**src/rtl/ram_seq_pkg.sv**
```systemverilog
// Shared encodings for the RAM access sequencer: SLS control word layout,
// access sizes, FSM states and the default beat timeout.
package ram_seq_pkg;

  localparam int SLS_RW      = 3;
  localparam int SLS_SEXT    = 2;
  localparam int SLS_SIZE_HI = 1;
  localparam int SLS_SIZE_LO = 0;

  localparam logic [1:0] SIZE_BYTE  = 2'b00;
  localparam logic [1:0] SIZE_HALF  = 2'b01;
  localparam logic [1:0] SIZE_WORD  = 2'b10;
  localparam logic [1:0] SIZE_DWORD = 2'b11;

  localparam int DEFAULT_TIMEOUT_CYCLES = 16;

  typedef enum logic [1:0] {
    ST_IDLE  = 2'b00,
    ST_BEAT0 = 2'b01,
    ST_BEAT1 = 2'b10,
    ST_FIN   = 2'b11
  } state_e;

  // Natural alignment: the low log2(size) address bits must be zero.
  function automatic logic is_aligned(input logic [1:0] size, input logic [2:0] lsb);
    case (size)
      SIZE_HALF:  return (lsb[0] == 1'b0);
      SIZE_WORD:  return (lsb[1:0] == 2'b00);
      SIZE_DWORD: return (lsb == 3'b000);
      default:    return 1'b1;
    endcase
  endfunction

endpackage

```
**src/rtl/ram_access_sequencer_load_extender.sv**
```systemverilog
// Combinational load-data formatter: right-justified RAM read data is sign- or
// zero-extended for byte and halfword loads, passed through otherwise.
module load_extender
  import ram_seq_pkg::*;
(
  input  logic [31:0] raw,
  input  logic [1:0]  size,
  input  logic        sext,
  output logic [31:0] ext
);

  always_comb begin
    // NOTE: every output of an always_comb gets a default first so no path can infer a latch.
    ext = raw;
    case (size)
      SIZE_BYTE: ext = {{24{sext & raw[7]}}, raw[7:0]};
      SIZE_HALF: ext = {{16{sext & raw[15]}}, raw[15:0]};
      default:   ext = raw;
    endcase
  end

endmodule

```
**src/rtl/ram_access_sequencer.sv**
```systemverilog
// Runs one load/store per request against data RAM (two beats for a doubleword),
// with alignment checking, per-beat MFC timeout and load-data extension.
module ram_access_sequencer
  import ram_seq_pkg::*;
#(
  parameter int TIMEOUT_CYCLES = DEFAULT_TIMEOUT_CYCLES,
  parameter int CNT_W          = 5
) (
  input  logic        clk,
  input  logic        rst,
  input  logic        start,
  input  logic [3:0]  sls_ctrl,
  input  logic [31:0] addr,
  input  logic [31:0] wdata_lo,
  input  logic [31:0] wdata_hi,
  output logic        busy,
  output logic        done,
  output logic        err_align,
  output logic        err_timeout,
  output logic [31:0] rdata_lo,
  output logic [31:0] rdata_hi,
  output logic        mem_en,
  output logic        mem_rw,
  output logic [1:0]  mem_size,
  output logic [31:0] mem_addr,
  output logic [31:0] mem_wdata,
  input  logic [31:0] mem_rdata,
  input  logic        mfc
);

  state_e state, next_state;

  logic [3:0]       req_ctrl;
  logic [31:0]      req_addr;
  logic [31:0]      req_whi;
  logic [CNT_W-1:0] wait_cnt;
  logic             err_align_q;
  logic             err_timeout_q;
  logic [31:0]      ext_data;

  logic [1:0] start_size;
  logic [1:0] req_size;
  logic       start_aligned;
  logic       req_dword;
  logic       timeout_hit;

  assign start_size    = sls_ctrl[SLS_SIZE_HI:SLS_SIZE_LO];
  assign start_aligned = is_aligned(start_size, addr[2:0]);
  assign req_size      = req_ctrl[SLS_SIZE_HI:SLS_SIZE_LO];
  assign req_dword     = (req_size == SIZE_DWORD);
  assign timeout_hit   = (wait_cnt == CNT_W'(TIMEOUT_CYCLES - 1));

  load_extender u_ext (
    .raw  (mem_rdata),
    .size (req_size),
    .sext (req_ctrl[SLS_SEXT]),
    .ext  (ext_data)
  );

  always_ff @(posedge clk or posedge rst) begin
    // NOTE: sequential state uses non-blocking assignments so every register samples pre-edge values.
    if (rst) state <= ST_IDLE;
    else     state <= next_state;
  end

  always_comb begin
    next_state = state;
    case (state)
      ST_IDLE:  if (start) next_state = start_aligned ? ST_BEAT0 : ST_FIN;
      ST_BEAT0: if (mfc) next_state = req_dword ? ST_BEAT1 : ST_FIN;
                else if (timeout_hit) next_state = ST_FIN;
      ST_BEAT1: if (mfc || timeout_hit) next_state = ST_FIN;
      default:  next_state = ST_IDLE;
    endcase
  end

  always_comb begin
    busy        = (state != ST_IDLE);
    done        = (state == ST_FIN);
    err_align   = done & err_align_q;
    err_timeout = done & err_timeout_q;
  end

  // Request latch, beat registers, wait counter and load results.
  always_ff @(posedge clk or posedge rst) begin
    if (rst) begin
      req_ctrl      <= '0;
      req_addr      <= '0;
      req_whi       <= '0;
      wait_cnt      <= '0;
      err_align_q   <= 1'b0;
      err_timeout_q <= 1'b0;
      rdata_lo      <= '0;
      rdata_hi      <= '0;
      mem_en        <= 1'b0;
      mem_rw        <= 1'b0;
      mem_size      <= '0;
      mem_addr      <= '0;
      mem_wdata     <= '0;
    end else begin
      case (state)
        ST_IDLE: if (start) begin
          req_ctrl      <= sls_ctrl;
          req_addr      <= addr;
          req_whi       <= wdata_hi;
          err_align_q   <= ~start_aligned;
          err_timeout_q <= 1'b0;
          wait_cnt      <= '0;
          if (start_aligned) begin
            mem_en    <= 1'b1;
            mem_rw    <= sls_ctrl[SLS_RW];
            mem_size  <= (start_size == SIZE_DWORD) ? SIZE_WORD : start_size;
            mem_addr  <= addr;
            mem_wdata <= wdata_lo;
          end
        end
        ST_BEAT0, ST_BEAT1: begin
          if (mfc) begin
            if (req_ctrl[SLS_RW]) begin
              if (state == ST_BEAT1) begin
                rdata_hi <= mem_rdata;
              end else begin
                rdata_lo <= ext_data;
                if (!req_dword) rdata_hi <= '0;
              end
            end
            if (state == ST_BEAT0 && req_dword) begin
              mem_addr  <= req_addr + 32'd4;
              mem_wdata <= req_whi;
              wait_cnt  <= '0;
            end else begin
              mem_en <= 1'b0;
            end
          end else if (timeout_hit) begin
            mem_en        <= 1'b0;
            err_timeout_q <= 1'b1;
          end else begin
            wait_cnt <= wait_cnt + CNT_W'(1);
          end
        end
        default: ;
      endcase
    end
  end

endmodule
```
**config.mk**
```make
export PLATFORM = sky130hd
export DESIGN_NAME = ram_access_sequencer
export DESIGN_NICKNAME = d
export VERILOG_FILES = /design/src/rtl/ram_seq_pkg.sv /design/src/rtl/ram_access_sequencer_load_extender.sv /design/src/rtl/ram_access_sequencer.sv
export SDC_FILE = /design/constraint.sdc
export NUM_CORES = 1
export LEC_CHECK = 0
export BUFFER_PORTS_ARGS = -buffer_cell sky130_fd_sc_hd__buf_4
export CORE_MARGIN = 5
export CORE_UTILIZATION = 48
export CTS_BUF_LIST = sky130_fd_sc_hd__clkbuf_2
export DETAILED_ROUTE_END_ITERATION = 8
export GPL_ROUTABILITY_DRIVEN = 1
export PLACE_DENSITY = 0.86
export SETUP_SLACK_MARGIN = 0.5
export SLEW_MARGIN = 20
export SYNTH_ARGS = -nofsm -noshare
export SYNTH_HDL_FRONTEND = slang
export SYNTH_HIERARCHICAL = 1
export SYNTH_SLANG_ARGS = --single-unit
```
**constraint.sdc**
```tcl
create_clock -name clk -period 9.1 [get_ports clk]
set_input_delay 0.91 -clock clk [delete_from_list [all_inputs] [get_ports clk]]
set_output_delay 0.91 -clock clk [all_outputs]
set_load 0.005 [all_outputs]
```
==> results_dict.tcl, run 1 <==
set metrics [dict create \
    status "complete, no violations" \
    worst_pin_slew_ns 1.099 \
    clock_latency_ns 0.76 \
    power_frac_seq 0.393 \
    area_growth_pct 27.17 \
    r2r_start "state[0]" \
    max_stage_delay_ns 0.98 \
    num_rows 51 \
    synth_xor_area_frac 0.02018 \
    drive_above_1_share 0.4267 \
    multi_input_area_um2 4010 \
    syn_area_um2 9550 \
    p_leak_uw 0.005877 \
    cts_buffers 55 \
    critPathLaunch "state[0]" \
    holdWs_ns 0.3257 \
    worstPathRequired_ns 9.77 \
    critPathMaxFanout 70 \
    critPathKind "reg2reg" \
    wl_um 25320 \
    fp.coreArea_um2 19530 \
    startpoint_type "register" \
    synthMuxAreaShare 0.1694 \
    synth_compound_area_frac 0.1156 \
    p_switching_uw 1702 \
    grt_first_pass_wirelength_um 40010 \
    fp.dieH_um 151.1 \
    finalNetCount 1241 \
    final_hold_viol_count 0 \
    rsz0062_at_grt "false" \
    clockPowerShare 0.139 \
    crit_arrival_ns 3.81 \
    timing.final.crit_period_ns 3.139 \
    regArea_um2 5230 \
    syn-mean-instance-area_um2 11.55 \
    io_buffers 271 \
    hold_path_class "in2async" \
    synth-seq-area-share 0.5476 \
    synth_area_leaders "dfrtp_1 (55%), mux2_2 (12%), mux2i_1 (5.0%), nand2_1 (4.2%), o21ai_1 (3.2%)" \
    layout_commonest_cell "buf_4" \
    tns_ns 0 \
    wl_per_cell_um 18.11 \
    dr.pass1.iters 5 \
    synthesis.nets 970 \
    end_kind "register" \
    fmax_ghz 0.3186 \
    clockBufferDepth 3 \
    drv_cap 0 \
    ant_nets 0 \
    synth_edf_count 0 \
    gp_congestion 0.8400 \
    drc 0 \
    p_per_area_nw_per_um2 361.4 \
    cts_tree "built" \
    synth.distinct_cells 59 \
    cp_common_cell "nand2_1" \
    slew_viol_final 0 \
    synthAdderAreaFrac 0.009171 \
    layout_common_cells "buf_4 (275), dfrtp_1 (209), nand2_1 (106)" \
    worstPathCellList "inv_1 -> ha_4 -> nand2_1 -> a2111oi_2 -> buf_4 -> nand2_1 -> o211ai_1" \
    cts_resized 0 \
    cts_root_buf "clkbuf_2" \
    relSlewSlack 0.2674 \
    grt_max_degree 134 \
    yosys_warnings 6 \
    vias 7599 \
    cts.sinks 209 \
    async_flop_share 1.000 \
    synth.top_cell.area_share 0.5476 \
    floorplan.initialDensity 0.4891 \
    yosys.area_share.simple 0.1031 \
    drt_iter0_drc 457 \
    cpMaxStageDelayCell "ha_4" \
    fp.dieW_um 151.1 \
    path_clk_slew_ns 0.09 \
    synth_ff_type "dfrtp_1" \
    htreeDepth 2 \
    netSwitchingFraction 0.3878 \
    die_area_um2 22820 \
    cts_setup_buffers 0 \
    p_int_uw 2688 \
    antenna_found_initial 2 \
    combPwrFrac 0.468 \
    period_share 0.3449 \
    finalClockSkew_ns 0.02535 \
    synth_top_family_by_area "multiplexers" \
    grt_use_total 0.2182 \
    ys_ff_latch 209 \
    synthCells 827 \
    hold_buffers 0 \
    dp_hpwl_um 17400 \
    setup_viol 0 \
    gr-total-overflow 0 \
    first_global_vias 7987 \
    fillers 1632 \
    ir_worst_vdd_mv 0.2564 \
    synth_top_cell_by_area "dfrtp_1" \
    io_pins 272 \
    vias_per_cell 5.436 \
]
[synthesized netlist by cell type, types with 6 or more instances]
master / count
mux2i_1: 48
a21oi_1: 16
dfrtp_1: 209
mux2_2: 99
inv_1: 11
clkbuf_1: 47
a22o_1: 35
nand3_1: 18
o21ai_1: 62
o21ai_0: 26
ha_1: 7
xor2_1: 6
xnor2_1: 16
buf_4: 9
nand4_1: 11
nand2_1: 106
nor2_1: 14
nor3_1: 6
[final cells by class]
class | count | share of cell area
Tap cell | 265 | 0.02730
Clock inverter | 7 | 0.002163
Sequential cell | 209 | 0.4306
Timing Repair Buffer | 276 | 0.1709
Antenna cell | 1 | 0.0002060
Multi-Input combinational cell | 545 | 0.3302
Clock buffer | 84 | 0.03461
Inverter | 11 | 0.004018
[through the flow]
| step | setup slack, ns | instances | utilization | instance area [µm²] | power (µW) |
|---|---|---|---|---|---|
| CTS | 5.766 | 1397 | 0.6217 | 12140 | 4435 |
| finish | 5.961 | 1398 | 0.6220 | 12150 | 4390 |
| global route | 5.685 | 1398 | 0.6220 | 12150 | 4723 |
| global placement | 5.926 | 1306 | 0.5987 | 11690 | 3713 |
| detailed placement | 5.779 | 1306 | 0.5988 | 11690 | 3811 |
| floorplan | 2.481 | 827 | - | 9550 | 2958 |
[layer usage]
layer,GRT usage,part of all wire
met1,0.2624,0.39
met5,0,0.00051
met2,0.3563,0.49
met4,0.1079,0.038
met3,0.06732,0.080
[flip-flops by register name, indices dropped and copies added (netlist names)]
name	count
req_ctrl	4
state	2
rdata_hi	32
err_align_q	1
wait_cnt	5
req_addr	32
mem_size	2
err_timeout_q	1
mem_rw	1
req_whi	32
mem_wdata	32
mem_addr	32
rdata_lo	32
mem_en	1
[worst paths after layout]
check	end	slack, ns	cells after the start
max in group asynchronous	mem_wdata[21]	7.18	3
worst max-delay path	mem_addr[28]	5.96	7
worst max register to register	mem_addr[28]	5.96	7
worst min register to register	mem_size[0]	0.49	2
worst min-delay path	rdata_lo[27]	0.33	2
min in group clk	req_addr[18]	0.35	3
[kinds of logic (layout without fill, tap and decap cells)]
logic type	count (synthesis)	after routing
AND/OR/NAND/NOR	196	196
flip-flops	209	209
XOR/XNOR	22	22
AO/OA/AOI/OAI	172	172
multiplexers	148	148
adder cells (fa/ha/maj)	7	7
other	0	1
buffers and inverters	73	378
[worst max-delay path: cells and delay by family (launching register included)]
family                     cells  cell delay [ns]
and+or+nand+nor                2             0.50
DFF                            1             0.41
AOI/OAI and AO/OA              2             0.76
buffers and inverters          2             0.38
adders and majority gates      1             0.98
[power by group through the flow]
| stage | registers, µW | clock network (µW) | logic [µW] |
|---|---|---|---|
| 4_1_cts | 1720 | 636 | 2070 |
| 3_3_place_gp | 1710 | 0 | 2000 |
| 5_1_grt | 1780 | 691 | 2250 |
| 6_report | 1730 | 610 | 2050 |
| 3_5_place_dp | 1740 | 0 | 2070 |
| 2_1_floorplan | 1660 | 0 | 1300 |
No activity file was read; power rests on OpenSTA's default activity.
==> run 2: changes to the inputs <==
- ABC_AREA: not set -> 1
- PLACE_DENSITY: 0.86 -> 0.88
- clock period: 9.1 -> 2.7 ns (I/O delays scaled with it)
==> run 2 against run 1 <==
Combinational power rose to 4.1 times the previous value. Non-clock buffer count rose by 156. Clock power rose to 3.6 times the previous value. Register-to-register slack got worse by 5.4 ns. Synthesized area rose by 7.6%. Cell count rose by 46%. Global-route usage rose by 7.4 points. Die area rose by 7.1%. Cell area rose by 19%. Clock-buffer cell count fell by 4. Core utilization rose by 6.4 points. Wire length rose by 44%. Critical endpoint is now rdata_lo[0]. Largest power group unchanged.
==> results_dict.tcl, run 2 <==
set metrics [dict create \
    finalNetCount 1875 \
    p_per_area_nw_per_um2 1125 \
    synth.distinct_cells 37 \
    cts.sinks 209 \
    worstPathRequired_ns 3.38 \
    die_area_um2 24430 \
    status "complete, no violations" \
    num_rows 53 \
    place_worst_setup_slack_ns -0.08366 \
    worst_pin_slew_ns 0.7637 \
    cts_tree "built" \
    grt_use_met3 0.06416 \
    io_buffers 271 \
    slew_viol_final 0 \
    vias 10920 \
    synth.most_common_cell "nand2_1" \
    synthesis.nets 1459 \
    synth_top_cell_by_area "dfrtp_1" \
    synth_edf_count 0 \
    power_uw 16210 \
    fp.dieH_um 156.3 \
    grt_first_pass_wirelength_um 57470 \
    dp_hpwl_um 21860 \
    reg2regPathDepth 6 \
    dr.pass1.iters 6 \
    grt_most_used_layer "met2" \
    holdWs_ns 0.1268 \
    r2r_start "state[0]" \
    fp.coreArea_um2 21020 \
    cts_buffers 54 \
    timing.final.crit_period_ns 2.112 \
    drt_iter0_drc 901 \
    io_pins 272 \
    layout_commonest_cell "nand2_1" \
    first_global_vias 11240 \
    final_cells 2048 \
    setup_viol 0 \
    ant_nets 0 \
    critPathMaxFanout 34 \
    gp_congestion 0.9197 \
    p_leak_uw 0.007753 \
    globalRouteMet1Util 0.3486 \
    critPathKind "reg2reg" \
    end_kind "register" \
    antenna_found_initial 2 \
    vias_per_cell 5.331 \
    synth_area_leaders "dfrtp_1 (51%), nand2_1 (22%), o21ai_0 (4.7%), nand3_1 (4.2%), mux2_2 (3.4%)" \
    postPlaceCellArea_um2 12460 \
    regArea_um2 5230 \
    clock_latency_ns 0.88 \
    wl_per_cell_um 17.80 \
    synthTopCellsByCount "nand2_1 (611), dfrtp_1 (209), o21ai_0 (97), nand3_1 (87), nor2_1 (75)" \
    fin_ws_ns 0.5884 \
    fillers 1548 \
    area_growth_pct 40.28 \
    rsz0062_at_grt "true" \
    synth_ff_type "dfrtp_1" \
    final_hold_viol_count 0 \
    dp_cells 1807 \
    layout_common_cells "nand2_1 (610), buf_4 (286), dfrtp_1 (209)" \
    grt_max_degree 76 \
    gr-total-overflow 0 \
    syn_area_um2 10270 \
    period_share 0.7821 \
    synth-seq-area-share 0.5090 \
    ir_worst_vdd_mv 0.7362 \
    startpoint_type "register" \
    clockBufferDepth 3 \
    cts_root_buf "clkbuf_2" \
    hold_path_class "in2async" \
    use_met2 0.4892 \
    htreeDepth 2 \
    path_clk_slew_ns 0.11 \
    grt_use_total 0.2926 \
    synth.top_cell.area_share 0.5090 \
    fmax_ghz 0.4736 \
    wl_um 36460 \
    relSlewSlack 0.4909 \
    synthCells 1316 \
    ys_ff_latch 209 \
    fp.dieW_um 156.3 \
    finalClockSkew_ns 0.09048 \
    critPathLaunch "state[0]" \
    drc 0 \
    crit_arrival_ns 2.79 \
    multi_input_area_um2 4443 \
    drv_cap 0 \
    async_flop_share 1.000 \
    yosys_warnings 6 \
    syn-mean-instance-area_um2 7.808 \
    fin_area_um2 14410 \
    drive_above_1_share 0.2500 \
    floorplan.initialDensity 0.4888 \
]
## run 2: per-layer routing
metal / share of wire / up-vias
li1: - / 5010
met1: 0.37 / 5057
met2: 0.48 / 694
met3: 0.093 / 157
met4: 0.051 / 0
met5: 0 / -
## run 2: cells by family after synthesis
| logic type | Yosys count | share of synthesized area |
|---|---|---|
| flip-flops | 209 | 0.5090 |
| AO/OA/AOI/OAI | 111 | 0.05589 |
| AND/OR/NAND/NOR | 815 | 0.3256 |
| multiplexers | 32 | 0.03507 |
| XOR/XNOR | 2 | 0.001705 |
| adder cells (fa/ha/maj) | 7 | 0.008524 |
| buffers and inverters | 140 | 0.06418 |
## run 2: repair_timing
item                       CTS  global route
hold endpoints to repair   269             0
hold buffers               140             0
setup endpoints to repair   97            81
pin swaps                    1             1
gates cloned                 2             1
setup buffers                1             0
resized for setup            4             5
## run 2: power breakdown
part           switching [µW]  leakage [µW]  internal [µW]  total [µW]
clock                    1340      0.000362            874        2220
combinational            5050       0.00474           3340        8400
sequential               1030       0.00265           4570        5600
## run 2: worst paths after layout
check                                     to  slack (ns)
worst max-delay path             rdata_lo[0]        0.59
worst min-delay path            rdata_lo[12]        0.13
worst max register to register   rdata_lo[0]        0.59
worst min register to register   mem_addr[2]        0.48
max in group asynchronous       req_addr[17]        1.75
min in group clk                  req_whi[9]        0.13
## run 2: final cells by class
type,count,area share
diodes,5,0.0008681
clock buffers,80,0.02778
clock inverters,12,0.005208
inverters,65,0.01788
multi-input cells,970,0.3082
flip-flops and latches,209,0.3628
well taps,275,0.02387
repair buffers,432,0.2533
## run 2: metrics by stage
stage / setup TNS [ns] / utilization
floorplan: -59.40 / -
global placement: 0 / 0.5928
detailed placement: -2.369 / 0.5928
CTS: 0 / 0.6838
global route: 0 / 0.6853
finish: 0 / 0.6857
## run 2: worst max-delay path: stages, from the launching register on
cell and delay [ns]:
dfrtp_1 0.41, inv_1 0.15, ha_1 0.20, buf_4 0.37, or2_1 0.18, buf_6 0.29
mux2_2 0.39
==> run 3: changes to the inputs <==
- PLACE_DENSITY: 0.88 -> 0.85
- clock period: 2.7 -> 2.2 ns (I/O delays scaled with it)
==> run 3 against run 2 <==
Combinational power is 38% higher. Register-to-register slack worse by 0.34 ns. Critical path depth is 5 higher. Cell count is 1.2% higher. Sequential power is 23% higher. Core utilization is 3.1 points higher. Flip-flop and latch count stayed put. Hold slack worse by 0.031 ns. Sequential share of layout area is 1.5 points lower. Largest power group unchanged. Non-clock buffer count is 28 higher. Maximum frequency is 8.1% higher. Clock-buffer cell count is 12 lower.
==> results_dict.tcl, run 3 (same netlist as run 2, synthesis figures left out) <==
set metrics [dict create \
    status "complete, no violations" \
    antenna_found_initial 1 \
    grt_max_degree 85 \
    clockPowerShare 0.131 \
    critPathLaunch "state[0]" \
    gp_congestion 0.8848 \
    vias_per_cell 5.336 \
    htreeDepth 2 \
    relSlewSlack 0.5406 \
    finalNetCount 1901 \
    fp.coreArea_um2 21020 \
    gr-total-overflow 0 \
    p_leak_uw 0.008042 \
    r2r_start "state[0]" \
    cts_tree "built" \
    p_per_area_nw_per_um2 1410 \
    period_share 0.8880 \
    critPathKind "reg2reg" \
    p_switching_uw 9447 \
    final_cells 2073 \
    hold_path_class "in2async" \
    dr.pass1.iters 6 \
    power_frac_seq 0.324 \
    critPathMaxFanout 16 \
    io_buffers 271 \
    crit_path_end "mem_wdata[29]" \
    end_kind "register" \
    slew_viol_final 0 \
    die_area_um2 24430 \
    startpoint_type "register" \
    worstPathRequired_ns 2.89 \
    finalClockSkew_ns 0.05794 \
    fp.dieH_um 156.3 \
    clockBufferDepth 3 \
    io_pins 272 \
    combPwrFrac 0.545 \
    setup_viol 0 \
    ant_nets 0 \
    worst-r2r-setup-slack_ns 0.25 \
    final_hold_viol_count 0 \
    path_clk_slew_ns 0.12 \
    r2r_end "mem_wdata[29]" \
    cts_root_buf "clkbuf_2" \
    crit_arrival_ns 2.64 \
    cts_buffers 53 \
    drc 0 \
    vias 11060 \
    holdWs_ns 0.09611 \
    wl_per_cell_um 17.60 \
    floorplan.initialDensity 0.4888 \
    cts.sinks 209 \
    p_int_uw 11790 \
    rsz0062_at_grt "true" \
    dp_cells 1808 \
    fmax_ghz 0.5119 \
    grt_use_total 0.2805 \
    layout_commonest_cell "nand2_1" \
    area_growth_pct 46.58 \
    timing.final.crit_period_ns 1.954 \
    layout_common_cells "nand2_1 (608), buf_4 (273), dfrtp_1 (206)" \
    reg2regPathDepth 11 \
    worst_pin_slew_ns 0.6890 \
    grt_first_pass_wirelength_um 55380 \
    fp.dieW_um 156.3 \
    ir_worst_vdd_mv 0.8028 \
    wl_um 36490 \
    dp_hpwl_um 21120 \
    drive_above_1_share 0.2706 \
    num_rows 53 \
    netSwitchingFraction 0.4448 \
    drv_cap 0 \
    drt_iter0_drc 884 \
    first_global_vias 11080 \
    clock_latency_ns 0.82 \
]
[run 3: cell count changes in the layout (fill, tap and decap cells not counted), moves of 7 or more]
cell and delta:
buf_6 +29, buf_4 -13, clkbuf_2 -12, o21ai_0 -11
o21ai_1 +10, buf_12 +7
[run 3: timing repair]
item | 4_1_cts | 5_1_grt
setup endpoints to repair | 138 | 215
buffers inserted | 10 | 14
gates cloned | 6 | 3
pin swaps | 5 | 4
resized for setup | 45 | 53
endpoints found under the hold margin | 418 | 0
hold buffers | 137 | 0
[run 3: final cells by class]
class                   instances  area, µm²
diodes                          2      5.005
clock buffers                  68      340.3
clock inverters                25      157.7
fillers                      1513       5961
inverters                      65      285.3
multi-input cells             967       4479
flip-flops and latches        209       5234
well taps                     275      344.1
repair buffers                460       4190
repair inverters                2      25.02
[run 3: metal layers]
metal	global-route usage	share of wire	wire length [µm]
met1	0.3317	0.37	13480
met3	0.06610	0.087	3171
met4	0.1289	0.049	1799
met5	0	0	0
met2	0.4847	0.49	18040
[run 3: power groups by stage]
| stage | logic (µW) | clock network (µW) | registers (µW) |
|---|---|---|---|
| global placement | 9310 | 0 | 6750 |
| CTS | 10600 | 2800 | 6780 |
| detailed placement | 9630 | 0 | 6810 |
| finish | 11600 | 2780 | 6890 |
| global route | 12600 | 3040 | 7060 |
| floorplan | 6100 | 0 | 6660 |
[run 3: metrics by stage]
stage | setup TNS (ns) | total power, µW | setup WS (ns) | utilization | area (µm²)
final | 0 | 21240 | 0.2464 | 0.7164 | 15060
after detailed placement | 0 | 16440 | 0.2187 | 0.5947 | 12500
after global placement | 0 | 16060 | 0.2906 | 0.5947 | 12500
after global routing | 0 | 22730 | 0.2198 | 0.7163 | 15060
after CTS | 0 | 20210 | 0.2580 | 0.7007 | 14730
after floorplan | -153.45 | 12760 | -0.7342 | - | 10370
[run 3: critical path: stages (launching register included)]
cell,delay (ns)
dfrtp_2,0.43
inv_2,0.07
ha_2,0.25
or2_4,0.26
nand2_4,0.07
nand3b_4,0.09
nor2_4,0.12
buf_4,0.14
buf_12,0.15
inv_6,0.10
nand2_1,0.09
nand2_1,0.05
[run 3: worst min-delay path by stage]
stage,cells past startpoint,to
after global placement,3,req_ctrl[2]
after detailed placement,3,req_ctrl[2]
after floorplan,2,req_addr[2]
after global routing,4,mem_rw
after CTS,4,req_whi[4]
final,4,req_addr[0]
